==> src/rtl/fpu_pkg.sv <==
// Shared types and constants for the FPU datapath stages.
package fpu_pkg;

  localparam int unsigned EXP_W    = 8;
  localparam int unsigned MAN_W    = 23;
  localparam int unsigned EXP_BIAS = 127;
  localparam int unsigned EXP_MAX  = 255;

  typedef enum logic [1:0] {
    IDLE,
    SHIFT,
    DONE
  } state_e;

  typedef enum logic [1:0] {
    PackNorm,
    PackZero,
    PackInf
  } pack_sel_e;

  typedef struct packed {
    logic zero;
    logic ovf;
    logic unf;
  } flags_t;

endpackage

==> src/rtl/fpu_pack.sv <==
// Combinational IEEE 754 packer: normal word, signed zero or signed infinity.
module fpu_pack
  import fpu_pkg::*;
#(
  parameter int unsigned EXP_W = 8,
  parameter int unsigned MAN_W = 23
) (
  input  logic                   sign,
  input  logic [EXP_W-1:0]       exp,
  input  logic [MAN_W-1:0]       frac,
  input  pack_sel_e              sel,
  output logic [EXP_W+MAN_W:0]   word
);

  always_comb begin
    word = {sign, exp, frac};
    case (sel)
      PackZero: word = {sign, {(EXP_W + MAN_W){1'b0}}};
      PackInf:  word = {sign, {EXP_W{1'b1}}, {MAN_W{1'b0}}};
      default:  word = {sign, exp, frac};
    endcase
  end

endmodule

==> src/rtl/fpu_normalize.sv <==
// Normalise/pack stage after the FPU adder: one-bit-per-cycle renormalisation,
// zero/overflow/underflow detection and IEEE 754 single-precision packing.
module fpu_normalize
  import fpu_pkg::*;
#(
  parameter int unsigned EXP_W        = 8,
  parameter int unsigned MAN_W        = 23,
  parameter int unsigned FLUSH_DENORM = 1
) (
  input  logic               clk,
  input  logic               rst_n,
  input  logic               in_valid,
  output logic               in_ready,
  input  logic               in_sign,
  input  logic [EXP_W-1:0]   in_exp,
  input  logic [MAN_W+1:0]   in_mant,
  output logic               out_valid,
  input  logic               out_ready,
  output logic [31:0]        out_result,
  output logic               out_zero,
  output logic               out_ovf,
  output logic               out_unf
);

  localparam int unsigned   CntW    = $clog2(MAN_W + 2);
  localparam logic [CntW-1:0] CntMax = CntW'(MAN_W + 1);
  localparam logic [EXP_W:0] ExpMax = {1'b0, {EXP_W{1'b1}}};
  localparam logic [EXP_W:0] ExpOne = {{EXP_W{1'b0}}, 1'b1};

  // Only flush-to-zero is implemented; the parameter is kept for interface stability.
  logic unused_flush;
  assign unused_flush = (FLUSH_DENORM == 1);

  state_e            state_q, state_d;
  logic              live_q;
  logic              sign_q, special_q;
  logic [EXP_W:0]    exp_q, exp_d, exp_inc;
  logic [MAN_W+1:0]  mant_q, mant_d;
  logic [CntW-1:0]   cnt_q, cnt_d;
  logic [31:0]       result_q, result_d;
  flags_t            flags_q, flags_d, flags_new;
  logic              accept, load;

  pack_sel_e         pk_sel;
  logic [EXP_W-1:0]  pk_exp;
  logic [MAN_W-1:0]  pk_frac;
  logic [EXP_W+MAN_W:0] pk_word;

  // in_ready stays low through reset and rises on the first clock after release.
  assign in_ready  = live_q && (state_q == IDLE);
  assign accept    = in_ready && in_valid;
  assign out_valid = (state_q == DONE);
  assign exp_inc   = exp_q + 1'b1;

  always_comb begin
    state_d   = state_q;
    exp_d     = exp_q;
    mant_d    = mant_q;
    cnt_d     = cnt_q;
    load      = 1'b0;
    flags_new = '0;
    pk_sel    = PackNorm;
    pk_exp    = exp_q[EXP_W-1:0];
    pk_frac   = mant_q[MAN_W-1:0];

    unique case (state_q)
      IDLE: begin
        if (accept) begin
          state_d = SHIFT;
          exp_d   = {1'b0, in_exp};
          mant_d  = in_mant;
          cnt_d   = '0;
        end
      end
      SHIFT: begin
        state_d = DONE;
        load    = 1'b1;
        if (special_q) begin
          pk_sel = PackInf;
        end else if (~|mant_q) begin
          pk_sel         = PackZero;
          flags_new.zero = 1'b1;
        end else if (mant_q[MAN_W+1]) begin
          // Carry: shift right, LSB truncated.
          if (exp_inc >= ExpMax) begin
            pk_sel        = PackInf;
            flags_new.ovf = 1'b1;
          end else begin
            pk_exp  = exp_inc[EXP_W-1:0];
            pk_frac = mant_q[MAN_W:1];
          end
        end else if (mant_q[MAN_W]) begin
          pk_sel = PackNorm;
        end else if ((exp_q <= ExpOne) || (cnt_q >= CntMax)) begin
          pk_sel        = PackZero;
          flags_new.unf = 1'b1;
        end else begin
          state_d = SHIFT;
          load    = 1'b0;
          mant_d  = mant_q << 1;
          exp_d   = exp_q - 1'b1;
          cnt_d   = cnt_q + 1'b1;
        end
      end
      DONE: begin
        if (out_ready) state_d = IDLE;
      end
      default: state_d = IDLE;
    endcase

    result_d = load ? pk_word : result_q;
    flags_d  = load ? flags_new : flags_q;
  end

  fpu_pack #(
    .EXP_W (EXP_W),
    .MAN_W (MAN_W)
  ) u_pack (
    .sign (sign_q),
    .exp  (pk_exp),
    .frac (pk_frac),
    .sel  (pk_sel),
    .word (pk_word)
  );

  always_ff @(posedge clk or negedge rst_n) begin
    if (!rst_n) begin
      state_q   <= IDLE;
      live_q    <= 1'b0;
      sign_q    <= 1'b0;
      special_q <= 1'b0;
      exp_q     <= '0;
      mant_q    <= '0;
      cnt_q     <= '0;
      result_q  <= '0;
      flags_q   <= '0;
    end else begin
      state_q  <= state_d;
      live_q   <= 1'b1;
      exp_q    <= exp_d;
      mant_q   <= mant_d;
      cnt_q    <= cnt_d;
      result_q <= result_d;
      flags_q  <= flags_d;
      if (accept) begin
        sign_q    <= in_sign;
        special_q <= (in_exp == {EXP_W{1'b1}});
      end
    end
  end

  assign out_result = result_q;
  assign out_zero   = flags_q.zero;
  assign out_ovf    = flags_q.ovf;
  assign out_unf    = flags_q.unf;

endmodule

==> config.mk <==
export PLATFORM = sky130hd
export DESIGN_NAME = fpu_normalize
export DESIGN_NICKNAME = d
export VERILOG_FILES = /design/src/rtl/fpu_pkg.sv /design/src/rtl/fpu_pack.sv /design/src/rtl/fpu_normalize.sv
export SDC_FILE = /design/constraint.sdc
export NUM_CORES = 1
export LEC_CHECK = 0
export ABC_AREA = 1
export BUFFER_PORTS_ARGS = -buffer_cell sky130_fd_sc_hd__buf_2
export CORE_ASPECT_RATIO = 0.5
export CORE_MARGIN = 1
export CORE_UTILIZATION = 63
export CTS_BUF_LIST = sky130_fd_sc_hd__clkbuf_4 sky130_fd_sc_hd__clkbuf_8
export CTS_CLUSTER_SIZE = 10
export DETAILED_ROUTE_END_ITERATION = 6
export PLACE_DENSITY = 0.88
export SYNTH_ARGS = -nofsm -noshare
export SYNTH_HDL_FRONTEND = slang
export SYNTH_SLANG_ARGS = --single-unit
==> constraint.sdc <==
create_clock -name clk -period 7.32 [get_ports clk]
set_input_delay 0.366 -clock clk [delete_from_list [all_inputs] [get_ports clk]]
set_output_delay 0.366 -clock clk [all_outputs]
set_load 0.01 [all_outputs]
==> flow_summary_export.csv, run 1 <==
group,metric,value,unit
run_status,status,"completed",
synthesis,ys_seq_elements,79,
floorplan,fp-row-count,21,
timing,hold_violations,0,
power_and_ir_drop,p_leak,2.68,nW
drt,met2_length,5100,um
synthesis,synthTopCellsByArea,"dfrtp_1 43%, nand2_1 18%, nand3_1 8.5%, inv_1 5.1%, o21ai_0 4.8%",
floorplan,die_width,123,um
synthesis,synth_area_leader_cell,"dfrtp_1",
synthesis,synth_fp_nets,668,
synthesis,syn-instance-count,623,
global_route,grt_pass1_vias,4135,
timing,setup_violations,0,
timing,maxSlewHeadroom,0.247,
setup_path,end_kind,"register",
synthesis,ys_seq_area_frac,0.432,
cells_and_area,fill_cells,556,
clock_network,cts-root-buf,"clkbuf_8",
clock_network,hold_buffers,0,
drt,drt_iter0_markers,391,
synthesis,yosys_warnings,0,
drt,drc,0,
floorplan,design.core.area,6860,um2
setup_path,critPathSlowestCell,"dfrtp_1",
setup_path,cp.arrival,3.38,ns
drt,routed_wl,11200,um
synthesis,ys_types,36,
synthesis,synth.avg_cell_area,7.34,um2
floorplan,dieHeight,62.3,um
cells_and_area,drive_gt1_frac,0.167,
timing,finalMaxSlewViolations,0,
cells_and_area,synthToLayoutAreaGrowth,11.4,%
cells_and_area,nets,728,
clock_network,h-tree-depth,3,
power_and_ir_drop,powerDensity,409,nW/um2
setup_path,r2r_end,"out_result[12]",
timing,worstMarginPinSlew,1.13,ns
setup_path,ff2ff_setup_slack,4.18,ns
setup_path,crit_start,"exp_q[0]",
synthesis,synth_top_area_share,0.432,
drt,vias_per_cell,5.63,
clock_network,cts_setup_buffers,0,
placement,place_inst,764,
drt,antenna_left,0,
clock_network,cts_tree,"built",
setup_path,path_class,"register to register",
clock_network,cts.sinks,79,
min_path,min_path_type,"input port to async pin",
setup_path,worstRegToRegCells,14,
setup_path,cp_max_fo,22,
placement,dp_hpwl,7790,um
drt,top_layer_used,"met4",
global_route,grt_pass1_wl,19000,um
global_route,grtUsageTotal,0.322,
drt,vias,4391,
global_route,grt_overflow,0,
timing,finClkSkew,0.0146,ns
global_route,antenna_found_initial,0,
drt,drt_pass1_iterations,7,
timing,rsz0062_at_grt,"false",
setup_path,start_kind,"register",
placement,globalplace.congestion,0.872,
floorplan,pin_count,75,
setup_path,max_stage_delay,0.53,ns
placement,io_buffers,74,
clock_network,worstSkewPairLatency,0.37,ns
clock_network,post_cts_resized,0,
setup_path,r2r_start,"exp_q[0]",
timing,fin_crit,3.14,ns
drt,dr_wl_met3,966,um
timing,fin_setup_tns,0,ns
floorplan,start_util,0.667,
timing,fin_crit_sh,0.428,
run,maxCapViolations,0,
setup_path,crit_chain,"ha_1 -> nand3_2 -> o21ai_1 -> nand2_1 -> nor2_2 -> nand3_2 -> nand3_1 -> nand2_1 -> a21oi_1 -> ha_1 -> nand3_2 -> clkinv_2 -> nand3_1 -> nand2_1",
drt,m1WireLength,4950,um
floorplan,die_area,7630,um2
clock_network,cts_buffer_depth,2,
cells_and_area,finalNonFillerCells,780,
clock_network,numCtsBuffers,9,
cells_and_area,diodes,0,
clock_network,clk_pin_slew,0.09,ns
drt,post_drt_wl_per_cell,14.3,um
setup_path,cp.required,7.57,ns
power_and_ir_drop,worst_ir_drop_vdd,222,uV
synthesis,syn_area,4570,um2
timing,fmax,319,MHz
global_route,grt_start_max_net_pins,80,
==> logic make-up (layout without fill, tap and decap cells) <==
kind of cell    Yosys count  after routing  synth area share
compound gates           78             78            0.0905
xor+xnor                  5              5           0.00957
fa+ha+maj                 7              7            0.0191
buf+inv                  94            159            0.0987
flops                    79             79             0.432
other cells               1              1          0.000820
simple gates            359            359             0.349
==> flip-flops by register name (all words and copies together), names as in the netlist <==
name / flops
mant_q: 25
state_q: 2
out_zero: 1
live_q: 1
out_result: 32
out_ovf: 1
out_unf: 1
exp_q: 9
special_q: 1
cnt_q: 5
sign_q: 1
==> power by group <==
part	switching [W]	internal [W]
sequential	0.000155	0.000610
combinational	0.000647	0.000308
clock	0.000171	0.000193
total	0.000972	0.00111
==> area by class of cell <==
cell class                      instances  area, um2  area share
Timing Repair Buffer                   74        373      0.0732
Inverter                               69        265      0.0520
Sequential cell                        79       1980       0.388
Clock inverter                          7       96.3      0.0189
Tap cell                               92        115      0.0226
Clock buffer                            9        124      0.0243
Multi-Input combinational cell        450       2150       0.421
==> layout by cell type, fill, tap and decap left out, types with 2 or more instances in the layout <==
cell | netlist | routed
a21oi_1 | 7 | 7
buf_2 | 5 | 73
bufinv_16 | 0 | 2
clkbuf_8 | 0 | 9
clkinv_2 | 1 | 3
clkinv_4 | 0 | 2
dfrtp_1 | 79 | 79
ha_1 | 7 | 7
inv_1 | 62 | 62
inv_2 | 4 | 4
inv_4 | 2 | 2
nand2_1 | 219 | 219
nand3_1 | 78 | 78
nand3_2 | 5 | 5
nand4_1 | 9 | 9
nor2_1 | 28 | 28
nor2_4 | 5 | 5
nor3_1 | 2 | 2
nor4_1 | 6 | 6
o21ai_0 | 44 | 44
o21ai_1 | 21 | 21
o31ai_1 | 2 | 2
xor2_1 | 4 | 4
==> through the flow <==
| stage | setup slack, ns | area, um2 | hold slack, ns | total power [W] | util |
|---|---|---|---|---|---|
| after detailed placement | 4.23 | 4880 | 0.459 | 0.00171 | 0.711 |
| after global placement | 4.31 | 4880 | 0.452 | 0.00167 | 0.711 |
| after CTS | 4.22 | 5100 | 0.166 | 0.00208 | 0.743 |
| after global routing | 3.93 | 5100 | 0.172 | 0.00226 | 0.743 |
| after floorplan | 4.79 | 4570 | 0.0704 | 0.00148 | - |
| final | 4.18 | 5100 | 0.146 | 0.00208 | 0.743 |
==> synthesized netlist by cell type <==
master,instances
a21oi_1,7
inv_1,62
buf_6,10
o21bai_1,1
nor4_1,6
nor3_1,2
nand4_1,9
nand3_1,78
o21ai_1,21
o21ai_0,44
a21oi_4,1
nand4_4,1
buf_2,5
clkbuf_1,7
nand2_1,219
nor3b_1,1
xnor2_1,1
nor2_1,28
ha_1,7
o31ai_1,2
dfrtp_1,79
nand2_2,1
inv_4,2
nor2_4,5
o21ai_2,1
nand2_4,1
nor2_2,1
conb_1,1
buf_4,3
nand3_2,5
xor2_1,4
inv_2,4
or2_2,1
nor3_2,1
clkinv_2,1
o22ai_1,1
==> worst max path at each step <==
stage / end / slack [ns]
finish: out_result[12] / 4.18
global route: out_result[12] / 3.93
CTS: out_result[5] / 4.22
detailed placement: out_result[5] / 4.23
global placement: out_result[5] / 4.31
floorplan: out_result[26] / 4.79
==> routing by layer <==
layer  up-vias  GRT usage
met3        21     0.0607
met5         -          0
met4         0      0.110
li1       2121          -
met1      2036      0.448
met2       213      0.508
==> critical path: cells and delay by family, from the launching register on <==
| family | cells | cell delay, ns |
|---|---|---|
| AO/OA/AOI/OAI | 2 | 0.34 |
| adder cells (fa/ha/maj) | 2 | 0.60 |
| flip-flops | 1 | 0.53 |
| AND/OR/NAND/NOR | 9 | 1.26 |
| buffers and inverters | 1 | 0.31 |
Power figures use the tool's default switching activity.
==> run 2: changes to the inputs <==
--- a/config.mk
+++ b/config.mk
@@ -9,11 +9,11 @@
 export BUFFER_PORTS_ARGS = -buffer_cell sky130_fd_sc_hd__buf_2
 export CORE_ASPECT_RATIO = 0.5
 export CORE_MARGIN = 1
-export CORE_UTILIZATION = 63
+export CORE_UTILIZATION = 59
 export CTS_BUF_LIST = sky130_fd_sc_hd__clkbuf_4 sky130_fd_sc_hd__clkbuf_8
 export CTS_CLUSTER_SIZE = 10
 export DETAILED_ROUTE_END_ITERATION = 6
-export PLACE_DENSITY = 0.88
+export PLACE_DENSITY = 0.83
 export SYNTH_ARGS = -nofsm -noshare
 export SYNTH_HDL_FRONTEND = slang
 export SYNTH_SLANG_ARGS = --single-unit
==> constraint.sdc (replaced) <==
create_clock -name clk -period 3.2 [get_ports clk]
set_input_delay 0.16 -clock clk [delete_from_list [all_inputs] [get_ports clk]]
set_output_delay 0.16 -clock clk [all_outputs]
set_load 0.01 [all_outputs]
==> run 2 against run 1 <==
  * The flow now finishes with violations (negative hold slack)
  * Combinational power grew 130%
  * Power grew 120%
  * Core utilization shrank 4.5 points
  * First-iteration DRC count grew 14%
  * Sequential share of layout area shrank 0.51 points
  * Routed wire length shrank 1.6%
  * Global-route usage shrank 2.6 points
  * Via count shrank 1.3%
  * Critical path depth shrank 1
  * Sequential cell count is the same
  * Die area grew 6.6%
==> flow_summary_export.csv, run 2 (synthesis results as in run 1) <==
group,metric,value,unit
timing,fin_crit,2.90,ns
power_and_ir_drop,switching_share,0.479,
run_status,violations,"negative hold slack",
floorplan,fp-row-count,22,
run_status,status,"finished with violations",
floorplan,die_area,8130,um2
timing,holdWs,-0.00192,ns
placement,globalplace.congestion,0.876,
setup_path,r2r_end,"out_result[23]",
cells_and_area,fill_cells,648,
cells_and_area,diodes,0,
power_and_ir_drop,p_comb_frac,0.476,
drt,post_drt_wl_per_cell,13.8,um
min_path,hold_start,"in_mant[13]",
floorplan,design.core.area,7400,um2
clock_network,h-tree-depth,3,
power_and_ir_drop,p_leak,2.71,nW
clock_network,clk_pin_slew,0.09,ns
floorplan,dieHeight,64.3,um
cells_and_area,final_cell_mix,"219 x nand2_1, 78 x nand3_1, 78 x dfrtp_1, 73 x buf_2, 62 x inv_1",
cells_and_area,finalInstanceArea,5170,um2
setup_path,r2r_start,"exp_q[1]",
setup_path,cp.arrival,3.21,ns
timing,finalMaxSlewViolations,0,
global_route,gr-usage-met1,0.416,
cells_and_area,drive_gt1_frac,0.170,
timing,fmax,345,MHz
setup_path,start_kind,"register",
timing,maxSlewHeadroom,0.341,
placement,postPlaceCellArea,4910,um2
clock_network,worstSkewPairLatency,0.37,ns
global_route,grtUsageTotal,0.297,
power_and_ir_drop,clock_power_share,0.146,
global_route,grt_overflow,0,
setup_path,cp_max_fo,22,
min_path,whs_endpoint,"mant_q[13]",
cells_and_area,nets,740,
power_and_ir_drop,powerDensity,900,nW/um2
clock_network,cts-root-buf,"clkbuf_8",
clock_network,cts_buffer_depth,2,
cells_and_area,final_common_cell,"nand2_1",
global_route,busiest_layer,"met2",
clock_network,cts_tree,"built",
timing,finClkSkew,0.0115,ns
drt,vias,4335,
power_and_ir_drop,p_sw,0.00223,W
cells_and_area,seq_area,1980,um2
cells_and_area,synthToLayoutAreaGrowth,13.0,%
min_path,min_path_type,"input port to register",
timing,fin_crit_sh,0.907,
clock_network,cts.sinks,79,
floorplan,die_width,127,um
drt,drc,0,
timing,hold_violations,1,
setup_path,path_class,"register to register",
min_path,hold_path_depth,3,
setup_path,ff2ff_setup_slack,0.30,ns
power_and_ir_drop,intPower,0.00243,W
power_and_ir_drop,p_seq_frac,0.377,
global_route,grt_pass1_wl,18600,um
drt,vias_per_cell,5.45,
global_route,grt_start_max_net_pins,80,
floorplan,pin_count,75,
global_route,antenna_found_initial,0,
floorplan,start_util,0.618,
drt,antenna_left,0,
setup_path,cp.required,3.50,ns
timing,worstMarginPinSlew,0.989,ns
timing,setup_violations,0,
global_route,use_met3,0.0829,
drt,drt_iter0_markers,447,
placement,dp_hpwl,7790,um
run,maxCapViolations,0,
placement,io_buffers,74,
global_route,grt_use_met2,0.465,
global_route,grt_pass1_vias,3964,
drt,drt_pass1_iterations,5,
cells_and_area,largest_reg_flops,32,
setup_path,end_kind,"register",
cells_and_area,multiInputGateArea,2150,um2
power_and_ir_drop,worst_ir_drop_vdd,415,uV
clock_network,numCtsBuffers,9,
drt,routed_wl,11000,um
setup_path,worstRegToRegCells,13,
run 2: how the worst max path moves through the flow:
stage,depth (start not counted),slack (ns),startpoint,endpoint
5_1_grt,14,-0.02,exp_q[1],out_result[25]
6_report,13,0.30,exp_q[1],out_result[23]
3_3_place_gp,15,0.32,exp_q[0],out_result[24]
2_1_floorplan,14,0.67,exp_q[0],out_result[26]
3_5_place_dp,13,0.18,exp_q[0],out_result[23]
4_1_cts,13,0.17,exp_q[0],out_result[23]
run 2: worst max-delay path: stages, from the launching register on:
cell      delay [ns]
dfrtp_1         0.48
ha_1            0.27
nand3_2         0.14
nor2_1          0.15
nand3_1         0.13
xor2_1          0.29
nand3_1         0.15
nand2_1         0.10
a21oi_1         0.07
ha_1            0.38
nand3_2         0.24
clkinv_4        0.24
nand3_1         0.11
nand2_1         0.08
run 2: power groups by stage:
stage	registers, W	logic (W)	clock network [W]
after floorplan	0.00174	0.00165	0
after global placement	0.00176	0.00213	0
after detailed placement	0.00176	0.00218	0
after CTS	0.00175	0.00219	0.000685
after global routing	0.00181	0.00254	0.000734
final	0.00176	0.00222	0.000682
run 2: per-stage QoR:
| stage | std cells | TNS [ns] | power, W | setup WS [ns] | util |
|---|---|---|---|---|---|
| floorplan | 623 | 0 | 0.00338 | 0.674 | - |
| global placement | 772 | 0 | 0.00389 | 0.316 | 0.663 |
| detailed placement | 772 | 0 | 0.00394 | 0.181 | 0.663 |
| CTS | 794 | 0 | 0.00463 | 0.167 | 0.696 |
| global route | 795 | -0.0181 | 0.00508 | -0.0181 | 0.698 |
| finish | 795 | 0 | 0.00465 | 0.299 | 0.698 |
run 2: final cells by class:
| type | instances | share of cell area |
|---|---|---|
| inverter | 69 | 0.0521 |
| clock inverter | 5 | 0.00654 |
| multi-input combinational | 450 | 0.415 |
| sequential | 79 | 0.383 |
| timing repair buffer | 86 | 0.0935 |
| clock buffer | 10 | 0.0266 |
| tap | 96 | 0.0232 |
run 2: routing by layer:
layer / up-vias / share of wire
li1: 2143 / -
met4: 0 / 0.0095
met2: 136 / 0.45
met5: - / 0
met1: 2039 / 0.49
met3: 17 / 0.054
run 2: what timing repair did:
| item | CTS | global route |
|---|---|---|
| hold buffers | 7 | 1 |
| resized for setup | 0 | 4 |
| hold endpoints to repair | 21 | 1 |
| buffers inserted | 0 | 0 |
| setup endpoints to repair | 0 | 22 |
==> run 3: changes to the inputs <==
--- a/config.mk
+++ b/config.mk
@@ -8,7 +8,7 @@
 export ABC_AREA = 1
 export BUFFER_PORTS_ARGS = -buffer_cell sky130_fd_sc_hd__buf_2
 export CORE_ASPECT_RATIO = 0.5
-export CORE_MARGIN = 1
+export CORE_MARGIN = 3
 export CORE_UTILIZATION = 59
 export CTS_BUF_LIST = sky130_fd_sc_hd__clkbuf_4 sky130_fd_sc_hd__clkbuf_8
 export CTS_CLUSTER_SIZE = 10
==> constraint.sdc (replaced) <==
create_clock -name clk -period 3.2 [get_ports clk]
set_input_delay 0.48 -clock clk [delete_from_list [all_inputs] [get_ports clk]]
set_output_delay 0.48 -clock clk [all_outputs]
set_load 0.01 [all_outputs]
==> run 3 against run 2 <==
  * Final cell count decreased by 1.4%
  * Non-clock buffer count decreased by 7
  * Routed wire length increased by 2.4%
  * Power increased by 1.9%
  * Maximum frequency increased by 2.7%
  * Count of clock-buffer cells in the layout increased by 2
  * The run now ends clean
  * First-iteration DRC count decreased by 26%
  * Sequential cell count unchanged
  * Clock skew decreased by 0.0021 ns
  * Setup slack improved by 0.076 ns
==> flow_summary_export.csv, run 3 (synthesis results as in run 1) <==
group,metric,value,unit
setup_path,cp_max_fo,22,
power_and_ir_drop,p_seq_frac,0.369,
global_route,grt_pass1_vias,4057,
drt,vias,4320,
clock_network,clk_pin_slew,0.08,ns
clock_network,numCtsBuffers,9,
floorplan,start_util,0.645,
global_route,grt_pass1_wl,19000,um
cells_and_area,final_util,0.722,
placement,io_buffers,74,
timing,hold_violations,0,
run,maxCapViolations,0,
cells_and_area,nets,733,
power_and_ir_drop,clock_power_share,0.161,
timing,fin_crit_sh,0.883,
timing,fin_crit,2.82,ns
timing,fin_setup_tns,0,ns
cells_and_area,largest_reg_flops,32,
setup_path,worstRegToRegCells,13,
power_and_ir_drop,powerDensity,925,nW/um2
clock_network,cts-root-buf,"clkbuf_8",
timing,setup_violations,0,
clock_network,hold_buffers,0,
cells_and_area,fill_cells,605,
setup_path,end_kind,"register",
drt,vias_per_cell,5.51,
timing,fmax,354,MHz
run_status,status,"completed",
clock_network,post_cts_resized,0,
power_and_ir_drop,totalPowerFinal,0.00474,W
drt,drt_iter0_markers,329,
clock_network,cts_tree,"built",
clock_network,worstSkewPairLatency,0.36,ns
floorplan,pin_count,75,
setup_path,r2r_start,"exp_q[1]",
drt,antenna_left,0,
floorplan,design.core.area,7090,um2
power_and_ir_drop,worst_ir_drop_vdd,427,uV
cells_and_area,diodes,0,
global_route,antenna_found_initial,0,
timing,rsz0062_at_grt,"false",
timing,worstMarginPinSlew,1.00,ns
floorplan,die_width,131,um
global_route,grtUsageTotal,0.274,
setup_path,r2r_end,"out_result[4]",
cells_and_area,final_cell_mix,"219 x nand2_1, 78 x nand3_1, 78 x dfrtp_1, 73 x buf_2, 62 x inv_1",
global_route,grt_overflow,0,
setup_path,cp.arrival,3.12,ns
placement,dp_hpwl,7960,um
power_and_ir_drop,switching_share,0.467,
drt,routed_wl,11300,um
cells_and_area,synthToLayoutAreaGrowth,12.0,%
clock_network,h-tree-depth,3,
setup_path,start_kind,"register",
setup_path,path_class,"register to register",
placement,globalplace.congestion,0.907,
timing,maxSlewHeadroom,0.333,
drt,drc,0,
cells_and_area,seq_area,1980,um2
setup_path,ff2ff_setup_slack,0.38,ns
setup_path,crit_start,"exp_q[1]",
drt,post_drt_wl_per_cell,14.4,um
drt,drt_pass1_iterations,6,
power_and_ir_drop,p_sw,0.00221,W
clock_network,cts.sinks,79,
setup_path,crit_path_end,"out_result[4]",
power_and_ir_drop,intPower,0.00253,W
floorplan,dieHeight,68.3,um
cells_and_area,finalNonFillerCells,784,
min_path,min_path_type,"input port to async pin",
timing,finalMaxSlewViolations,0,
cells_and_area,final_common_cell,"nand2_1",
power_and_ir_drop,p_leak,2.70,nW
cells_and_area,drive_gt1_frac,0.175,
floorplan,die_area,8910,um2
floorplan,fp-row-count,21,
clock_network,cts_setup_buffers,0,
setup_path,cp.required,3.50,ns
clock_network,cts_buffer_depth,2,
cells_and_area,multiInputGateArea,2150,um2
global_route,grt_start_max_net_pins,80,
power_and_ir_drop,p_comb_frac,0.470,
placement,place_inst,769,
timing,finClkSkew,0.00937,ns
run 3: worst min path at each step:
stage                           to  slack (ns)
global route            state_q[1]        0.29
CTS                     state_q[1]        0.28
finish                    exp_q[3]        0.27
detailed placement  out_result[16]        0.46
floorplan                 cnt_q[0]        0.18
global placement          out_zero        0.45
run 3: final cells by class:
type	count	share of cell area
clock inverters	3	0.00855
well taps	92	0.0225
inverters	69	0.0525
clock buffers	12	0.0298
multi-input cells	450	0.420
flip-flops and latches	79	0.386
repair buffers	79	0.0801
run 3: power by group through the flow:
stage / clock network (W) / registers [W] / logic, W
final: 0.000762 / 0.00175 / 0.00223
after global routing: 0.000812 / 0.00180 / 0.00255
after CTS: 0.000759 / 0.00174 / 0.00221
after detailed placement: 0 / 0.00175 / 0.00220
after global placement: 0 / 0.00175 / 0.00216
after floorplan: 0 / 0.00174 / 0.00165
run 3: metal layers:
metal	routed length, um	vias up	share of wire	GRT usage
met5	0	-	0	0
met4	168	0	0.015	0.0897
met3	801	16	0.071	0.0670
met2	5040	154	0.45	0.430
met1	5250	2015	0.47	0.379
li1	-	2135	-	-
run 3: critical path, cell delays in order (launching register included):
cell and delay [ns]:
dfrtp_1 0.47, ha_1 0.27, nand3_2 0.13, nor2_1 0.16, nand3_1 0.16, xor2_2 0.25
nand3_1 0.13, nand2_1 0.11, a21oi_1 0.07, ha_1 0.37, nand3_2 0.23, inv_6 0.23
nand3_1 0.10, nand2_1 0.08
run 3: per-stage QoR:
step,hold slack (ns),cell area [um2],worst slack [ns]
3_5_place_dp,0.462,4910,0.176
4_1_cts,0.283,5110,0.172
6_report,0.275,5120,0.375
2_1_floorplan,0.184,4570,0.674
5_1_grt,0.288,5120,0.0291
3_3_place_gp,0.450,4910,0.299
